--- src/rtl/mac_lookup_req_pkg.sv ---
// Shared types, constants and the reference 48->14 MAC fold used by the
// MAC lookup request engine.
package mac_lookup_req_pkg;

  typedef enum logic [2:0] {
    ST_IDLE,
    ST_HDR,
    ST_REQ,
    ST_WAIT,
    ST_DEC
  } state_t;

  typedef logic [47:0] mac_t;

  localparam mac_t MAC_BCAST = 48'hFFFF_FFFF_FFFF;
  localparam int   HASH_W    = 14;
  localparam int   MC_BIT    = 40;

  // Zero-extend to 56 bits and XOR the four 14-bit slices together.
  function automatic logic [HASH_W-1:0] mac_fold14(input mac_t mac);
    logic [4*HASH_W-1:0] ext;
    ext = {8'h00, mac};
    return ext[13:0] ^ ext[27:14] ^ ext[41:28] ^ ext[55:42];
  endfunction

endpackage

--- src/rtl/mac_lookup_req_hash.sv ---
// Combinational fold of a 48-bit MAC down to a pADDR_WIDTH table index.
module mac_hash
  import mac_lookup_req_pkg::*;
#(
  parameter int pADDR_WIDTH = 14
) (
  input  mac_t                   imac,
  output logic [pADDR_WIDTH-1:0] ohash
);

  generate
    if (pADDR_WIDTH == HASH_W) begin : g_pkg
      assign ohash = mac_fold14(imac);
    end else begin : g_gen
      localparam int NSL   = (48 + pADDR_WIDTH - 1) / pADDR_WIDTH;
      localparam int EXT_W = NSL * pADDR_WIDTH;
      logic [EXT_W-1:0] ext;
      always_comb begin
        ext   = EXT_W'(imac);
        ohash = '0;
        for (int i = 0; i < NSL; i++) begin
          ohash = ohash ^ ext[i*pADDR_WIDTH +: pADDR_WIDTH];
        end
      end
    end
  endgenerate

endmodule

--- src/rtl/mac_lookup_req.sv ---
// Parses DA/SA from the frame header, issues a learn/lookup to the MAC table
// and produces a one-cycle forwarding decision with an egress port mask.
module mac_lookup_req
  import mac_lookup_req_pkg::*;
#(
  parameter int pNUM_PORTS  = 4,
  parameter int pADDR_WIDTH = 14,
  parameter int pLOOKUP_LAT = 3,
  localparam int PW = (pNUM_PORTS > 1) ? $clog2(pNUM_PORTS) : 1
) (
  input  logic                   iclk,
  input  logic                   irst_n,
  input  logic                   ivalid,
  input  logic                   isof,
  input  logic                   ieof,
  input  logic [7:0]             idata,
  input  logic [PW-1:0]          iport,
  input  logic                   itbl_ready,
  input  logic [PW-1:0]          itbl_pnum,
  output logic [pADDR_WIDTH-1:0] osa,
  output logic [pADDR_WIDTH-1:0] oda,
  output logic [PW-1:0]          opnum,
  output logic                   owr_en,
  output logic                   odec_valid,
  output logic [pNUM_PORTS-1:0]  odec_mask,
  output logic                   obusy,
  output logic [15:0]            ocnt_runt,
  output logic [15:0]            ocnt_ovr
);

  localparam int            LW       = (pLOOKUP_LAT > 1) ? $clog2(pLOOKUP_LAT) : 1;
  localparam logic [LW-1:0] LAT_LAST = LW'(pLOOKUP_LAT - 1);

  function automatic logic [15:0] sat_inc(input logic [15:0] v);
    return (v == 16'hFFFF) ? v : v + 16'd1;
  endfunction

  function automatic logic [pNUM_PORTS-1:0] calc_mask(input mac_t da,
                                                      input logic [PW-1:0] ingress,
                                                      input logic [PW-1:0] pnum);
    logic [pNUM_PORTS-1:0] one;
    one = pNUM_PORTS'(1);
    if (da == MAC_BCAST || da[MC_BIT]) return ~(one << ingress);
    else if (pnum == ingress)          return '0;
    else                               return one << pnum;
  endfunction

  state_t                  state_q, state_d;
  logic [3:0]              bcnt_q, bcnt_d;
  logic [LW-1:0]           lcnt_q, lcnt_d;
  mac_t                    da_q, da_d, sa_q, sa_d;
  logic [PW-1:0]           port_q, port_d;
  logic [pADDR_WIDTH-1:0]  oda_q, oda_d, osa_q, osa_d;
  logic [PW-1:0]           opnum_q, opnum_d;
  logic [pNUM_PORTS-1:0]   mask_q, mask_d;
  logic [15:0]             runt_q, runt_d, ovr_q, ovr_d;
  logic [pADDR_WIDTH-1:0]  da_hash, sa_hash;
  logic                    sof, eof, wr_en;

  assign sof = ivalid & isof;
  assign eof = ivalid & ieof;

  // Hash the next-state MACs so the indices are ready the cycle REQ is entered.
  mac_hash #(.pADDR_WIDTH(pADDR_WIDTH)) u_da_hash (.imac(da_d), .ohash(da_hash));
  mac_hash #(.pADDR_WIDTH(pADDR_WIDTH)) u_sa_hash (.imac(sa_d), .ohash(sa_hash));

  always_comb begin
    state_d = state_q;
    bcnt_d  = bcnt_q;
    lcnt_d  = lcnt_q;
    da_d    = da_q;
    sa_d    = sa_q;
    port_d  = port_q;
    oda_d   = oda_q;
    osa_d   = osa_q;
    opnum_d = opnum_q;
    mask_d  = mask_q;
    runt_d  = runt_q;
    ovr_d   = ovr_q;
    wr_en   = 1'b0;

    case (state_q)
      ST_IDLE: begin
        if (sof && eof) begin
          runt_d = sat_inc(runt_q);
        end else if (sof) begin
          state_d = ST_HDR;
          bcnt_d  = 4'd1;
          port_d  = iport;
          da_d    = {da_q[39:0], idata};
        end
      end
      ST_HDR: begin
        if (sof && eof) begin
          runt_d  = sat_inc(runt_q);
          state_d = ST_IDLE;
        end else if (sof) begin
          bcnt_d = 4'd1;
          port_d = iport;
          da_d   = {da_q[39:0], idata};
        end else if (ivalid) begin
          if (bcnt_q < 4'd6) da_d = {da_q[39:0], idata};
          else               sa_d = {sa_q[39:0], idata};
          if (bcnt_q == 4'd11) begin
            state_d = ST_REQ;
            oda_d   = da_hash;
            osa_d   = sa_hash;
            opnum_d = port_q;
          end else if (eof) begin
            runt_d  = sat_inc(runt_q);
            state_d = ST_IDLE;
          end else begin
            bcnt_d = bcnt_q + 4'd1;
          end
        end
      end
      ST_REQ: begin
        if (itbl_ready) begin
          wr_en   = 1'b1;
          state_d = ST_WAIT;
          lcnt_d  = '0;
        end
      end
      ST_WAIT: begin
        // A closed window means the table may have lost the request: reissue.
        if (!itbl_ready) begin
          state_d = ST_REQ;
        end else if (lcnt_q == LAT_LAST) begin
          mask_d  = calc_mask(da_q, port_q, itbl_pnum);
          state_d = ST_DEC;
        end else begin
          lcnt_d = lcnt_q + LW'(1);
        end
      end
      ST_DEC: begin
        state_d = ST_IDLE;
      end
      default: begin
        state_d = ST_IDLE;
      end
    endcase

    if (sof && (state_q == ST_REQ || state_q == ST_WAIT || state_q == ST_DEC)) begin
      ovr_d = sat_inc(ovr_q);
    end
  end

  always_ff @(posedge iclk or negedge irst_n) begin
    if (!irst_n) begin
      state_q <= ST_IDLE;
      bcnt_q  <= '0;
      lcnt_q  <= '0;
      da_q    <= '0;
      sa_q    <= '0;
      port_q  <= '0;
      oda_q   <= '0;
      osa_q   <= '0;
      opnum_q <= '0;
      mask_q  <= '0;
      runt_q  <= '0;
      ovr_q   <= '0;
    end else begin
      state_q <= state_d;
      bcnt_q  <= bcnt_d;
      lcnt_q  <= lcnt_d;
      da_q    <= da_d;
      sa_q    <= sa_d;
      port_q  <= port_d;
      oda_q   <= oda_d;
      osa_q   <= osa_d;
      opnum_q <= opnum_d;
      mask_q  <= mask_d;
      runt_q  <= runt_d;
      ovr_q   <= ovr_d;
    end
  end

  assign osa        = osa_q;
  assign oda        = oda_q;
  assign opnum      = opnum_q;
  assign owr_en     = wr_en;
  assign odec_valid = (state_q == ST_DEC);
  assign odec_mask  = (state_q == ST_DEC) ? mask_q : '0;
  assign obusy      = (state_q != ST_IDLE);
  assign ocnt_runt  = runt_q;
  assign ocnt_ovr   = ovr_q;

endmodule

--- config.mk ---
export PLATFORM = sky130hd
export DESIGN_NAME = mac_lookup_req
export DESIGN_NICKNAME = d
export VERILOG_FILES = /design/src/rtl/mac_lookup_req_pkg.sv /design/src/rtl/mac_lookup_req_hash.sv /design/src/rtl/mac_lookup_req.sv
export SDC_FILE = /design/constraint.sdc
export NUM_CORES = 1
export LEC_CHECK = 0
export BUFFER_PORTS_ARGS = -buffer_cell sky130_fd_sc_hd__clkbuf_2
export CAP_MARGIN = 5
export CORE_UTILIZATION = 48
export CTS_CLUSTER_DIAMETER = 60
export DETAILED_ROUTE_END_ITERATION = 16
export GPL_ROUTABILITY_DRIVEN = 0
export PLACE_DENSITY = 0.73
export SKIP_LAST_GASP = 1
export SLEW_MARGIN = 10
export SYNTH_ARGS = -nofsm -noshare
export SYNTH_HDL_FRONTEND = slang
export SYNTH_HIERARCHICAL = 1
export SYNTH_SLANG_ARGS = --single-unit
--- constraint.sdc ---
create_clock -name iclk -period 2.85 [get_ports iclk]
set_input_delay 0.1425 -clock iclk [delete_from_list [all_inputs] [get_ports iclk]]
set_output_delay 0.1425 -clock iclk [all_outputs]
set_load 0.01 [all_outputs]
==> impl_metrics.tcl <==
set metrics [dict create \
    crit_cells 8 \
    leakage_nw 4.557 \
    chipWidth_um 129.3 \
    met1_length_um 6637 \
    grt_usage_pct 19.87 \
    hold_buffers 4 \
    drt_iter0_markers 229 \
    syn-num-nets 697 \
    p_per_area_nw_per_um2 824.3 \
    fin_util_pct 58.12 \
    syn-cell-area_um2 7776 \
    postCtsSetupBuffers 0 \
    yosys.area_share.adder_pct 0.6436 \
    synthTopCellsByCount "dfrtp_1, nand2_1, mux2_2" \
    synth-edff-count 0 \
    clockRootBuffer "clkbuf_16" \
    first_pass_iters 6 \
    worst-path-max-fanout 48 \
    critPathCaptureType "register" \
    yosys.cell_count.top_type "dfrtp_1" \
    maxSlewViolCount 0 \
    syn_to_final_growth_pct 18.29 \
    synthCells 675 \
    routed_wirelength_um 15020 \
    ir_drop_mv 0.6079 \
    ios 87 \
    finalSetupTns_ns 0 \
    maxCapViolCount 0 \
    maxSlewHeadroom_pct 58.85 \
    met2_length_um 7544 \
    worst_path_max_delay_cell "dfrtp_1" \
    post-route-min-period_ns 2.497 \
    dr.max_layer_used "met4" \
    comb_power_share_pct 23.9 \
    clkPwrFrac_pct 33.2 \
    status "finished, final reports clean" \
    hold-worst-slack_ns 0.02177 \
    die_area_um2 16710 \
    synth.largest_area_cell "dfrtp_1" \
    route.met3.wl_um 693 \
    worst_hold_path_type "input pin to register" \
    synthTopCellsByArea "dfrtp_1, mux2_2, xnor2_1" \
    tritoncts_num_sinks 173 \
    cts_made_buffers 17 \
    path_buf_inv 1 \
    seqPwrFrac_pct 42.9 \
    yosys.area_share.simple_pct 15.80 \
    fin_skew_ns 0.007242 \
    grt_pass1_vias 5306 \
    drc 0 \
    wl_per_cell_um 15.09 \
    p_int_w 0.005339 \
    async_flop_share_pct 100.0 \
    die_h_um 129.3 \
    final_area_um2 9199 \
    grt_max_degree 75 \
    coreArea_um2 15830 \
    switching_share_pct 29.59 \
    cts_resized 0 \
    rows 46 \
    yosysWarningCount 6 \
    cts.clk_slew.worst_paths_ns 0.06 \
    tightest_slew_ns 0.6121 \
    hold_viol 0 \
    cts_tree "built" \
    antenna_left 0 \
    setup_viol 0 \
    fin_crit_sh_pct 87.60 \
    path_cells "nor2b_1, nand3_1, nor2_4, buf_12, mux2_2, xnor2_1, xnor2_1, mux2_2" \
    place_area_um2 8513 \
    worst_ep_required_time_ns 3.16 \
    start_kind "register" \
    clk-insertion-delay-late_ns 0.43 \
    cp.arrival_ns 2.81 \
    start_util_pct 49.13 \
    synth_ff_type "dfrtp_1" \
    overflow 0 \
    port_buffers 86 \
    nets 788 \
    drive_above_1_share_pct 28.75 \
    ys_ff_latch 173 \
    synth_compound_area_share_pct 3.395 \
    synth.distinct_cells 51 \
    vias 5148 \
    antennaDiodeCount 0 \
    grt_pass1_wl_um 25610 \
    dp_hpwl_um 10260 \
    fmax_ghz 0.4005 \
    synth_top_family_by_area "simple AND/OR/NAND/NOR gates" \
    reg2reg_depth 8 \
    finalPower_w 0.007583 \
    h-tree-depth 4 \
    muxShareOfSynthArea_pct 11.87 \
    synth_top_area_share_pct 55.67 \
    clk_path_buf_depth 2 \
    power.switching_w 0.002244 \
    cpLargestDelayFamily "multiplexers" \
    grt_setup_unrepaired "no" \
    holdPathStages 3 \
    syn_area_per_cell_um2 11.52 \
    yosys.area_share.xor_xnor_pct 10.93 \
    drt-vias-per-instance 5.174 \
    slowest_delay_ns 0.58 \
    antenna_found_initial 0 \
    worst-setup-path-type "register to register" \
    synth-seq-area-share_pct 55.67 \
]
## state kept, by name (all words and copies together) (netlist names)
signal	flops
osa	14
oda	14
ocnt_runt	16
opnum	2
state_q	3
da_q	48
sa_q	48
ocnt_ovr	16
port_q	2
bcnt_q	4
mask_q	4
lcnt_q	2
## per-layer routing
metal	track usage, %	vias to the layer above
met4	6.298	0
met5	0	-
met1	24.53	2573
met2	33.71	93
met3	5.615	10
li1	-	2472
## final cells by class
cell class	instances	area, um^2
fill	1310	6629
sequential	173	4329
tap	216	270.3
inverter	5	18.77
clock buffer	17	425.4
timing repair buffer	98	599.3
multi-input combinational	471	3336
clock inverter	15	220.2
## tightest hold or removal path: cells and delay by family
family / cells / cell delay (ns)
simple gates: 2 / 0.14
buf+inv: 1 / 0.11
## layout by cell type, fill, tap and decap left out, types with 9 or more instances in the layout
master	Yosys	routed
dfrtp_1	173	173
nor2_1	19	16
xnor2_1	75	75
nand2_1	119	119
clkbuf_16	0	17
xor2_1	22	22
mux2_2	82	82
nand3_1	62	62
nand4_1	9	9
clkbuf_2	0	85
## logic make-up (layout without fill, tap and decap cells)
kind of cell               count (synthesis)  in the layout
and+or+nand+nor                          254            254
buffers and inverters                     31            135
AOI/OAI and AO/OA                         34             34
muxes                                     82             82
xor gates and xnor gates                  97             97
adders and majority gates                  4              4
DFF                                      173            173
## through the flow
stage               instances  setup WS (ns)
CTS                       995         0.3622
global route              995         0.1975
detailed placement        959         0.3861
finish                    995         0.3534
global placement          959         0.4590
floorplan                 675         0.5222
## power groups by stage
stage | clock network (W) | registers, W | logic [W]
floorplan | 0 | 0.00322 | 0.00139
global placement | 0 | 0.00326 | 0.00175
detailed placement | 0 | 0.00329 | 0.00183
CTS | 0.00257 | 0.00325 | 0.00184
global route | 0.00268 | 0.00331 | 0.00205
finish | 0.00252 | 0.00325 | 0.00181
## final timing paths
| path | from | slack (ns) | to |
|---|---|---|---|
| worst max-delay path | state_q[0]$_DFFE_PN0P_ | 0.35 | osa[10]$_DFFE_PN0P_ |
| worst min-delay path | idata[1] | 0.02 | da_q[1]$_DFF_PN0_ |
| worst max register to register | state_q[0]$_DFFE_PN0P_ | 0.35 | osa[10]$_DFFE_PN0P_ |
| worst min register to register | mask_q[3]$_DFFE_PN0P_ | 0.47 | mask_q[3]$_DFFE_PN0P_ |
| max in group asynchronous | irst_n | 1.72 | ocnt_ovr[15]$_DFFE_PN0P_ |
| min in group asynchronous | irst_n | 0.24 | ocnt_runt[9]$_DFFE_PN0P_ |
(Power assumes the default switching activity.)
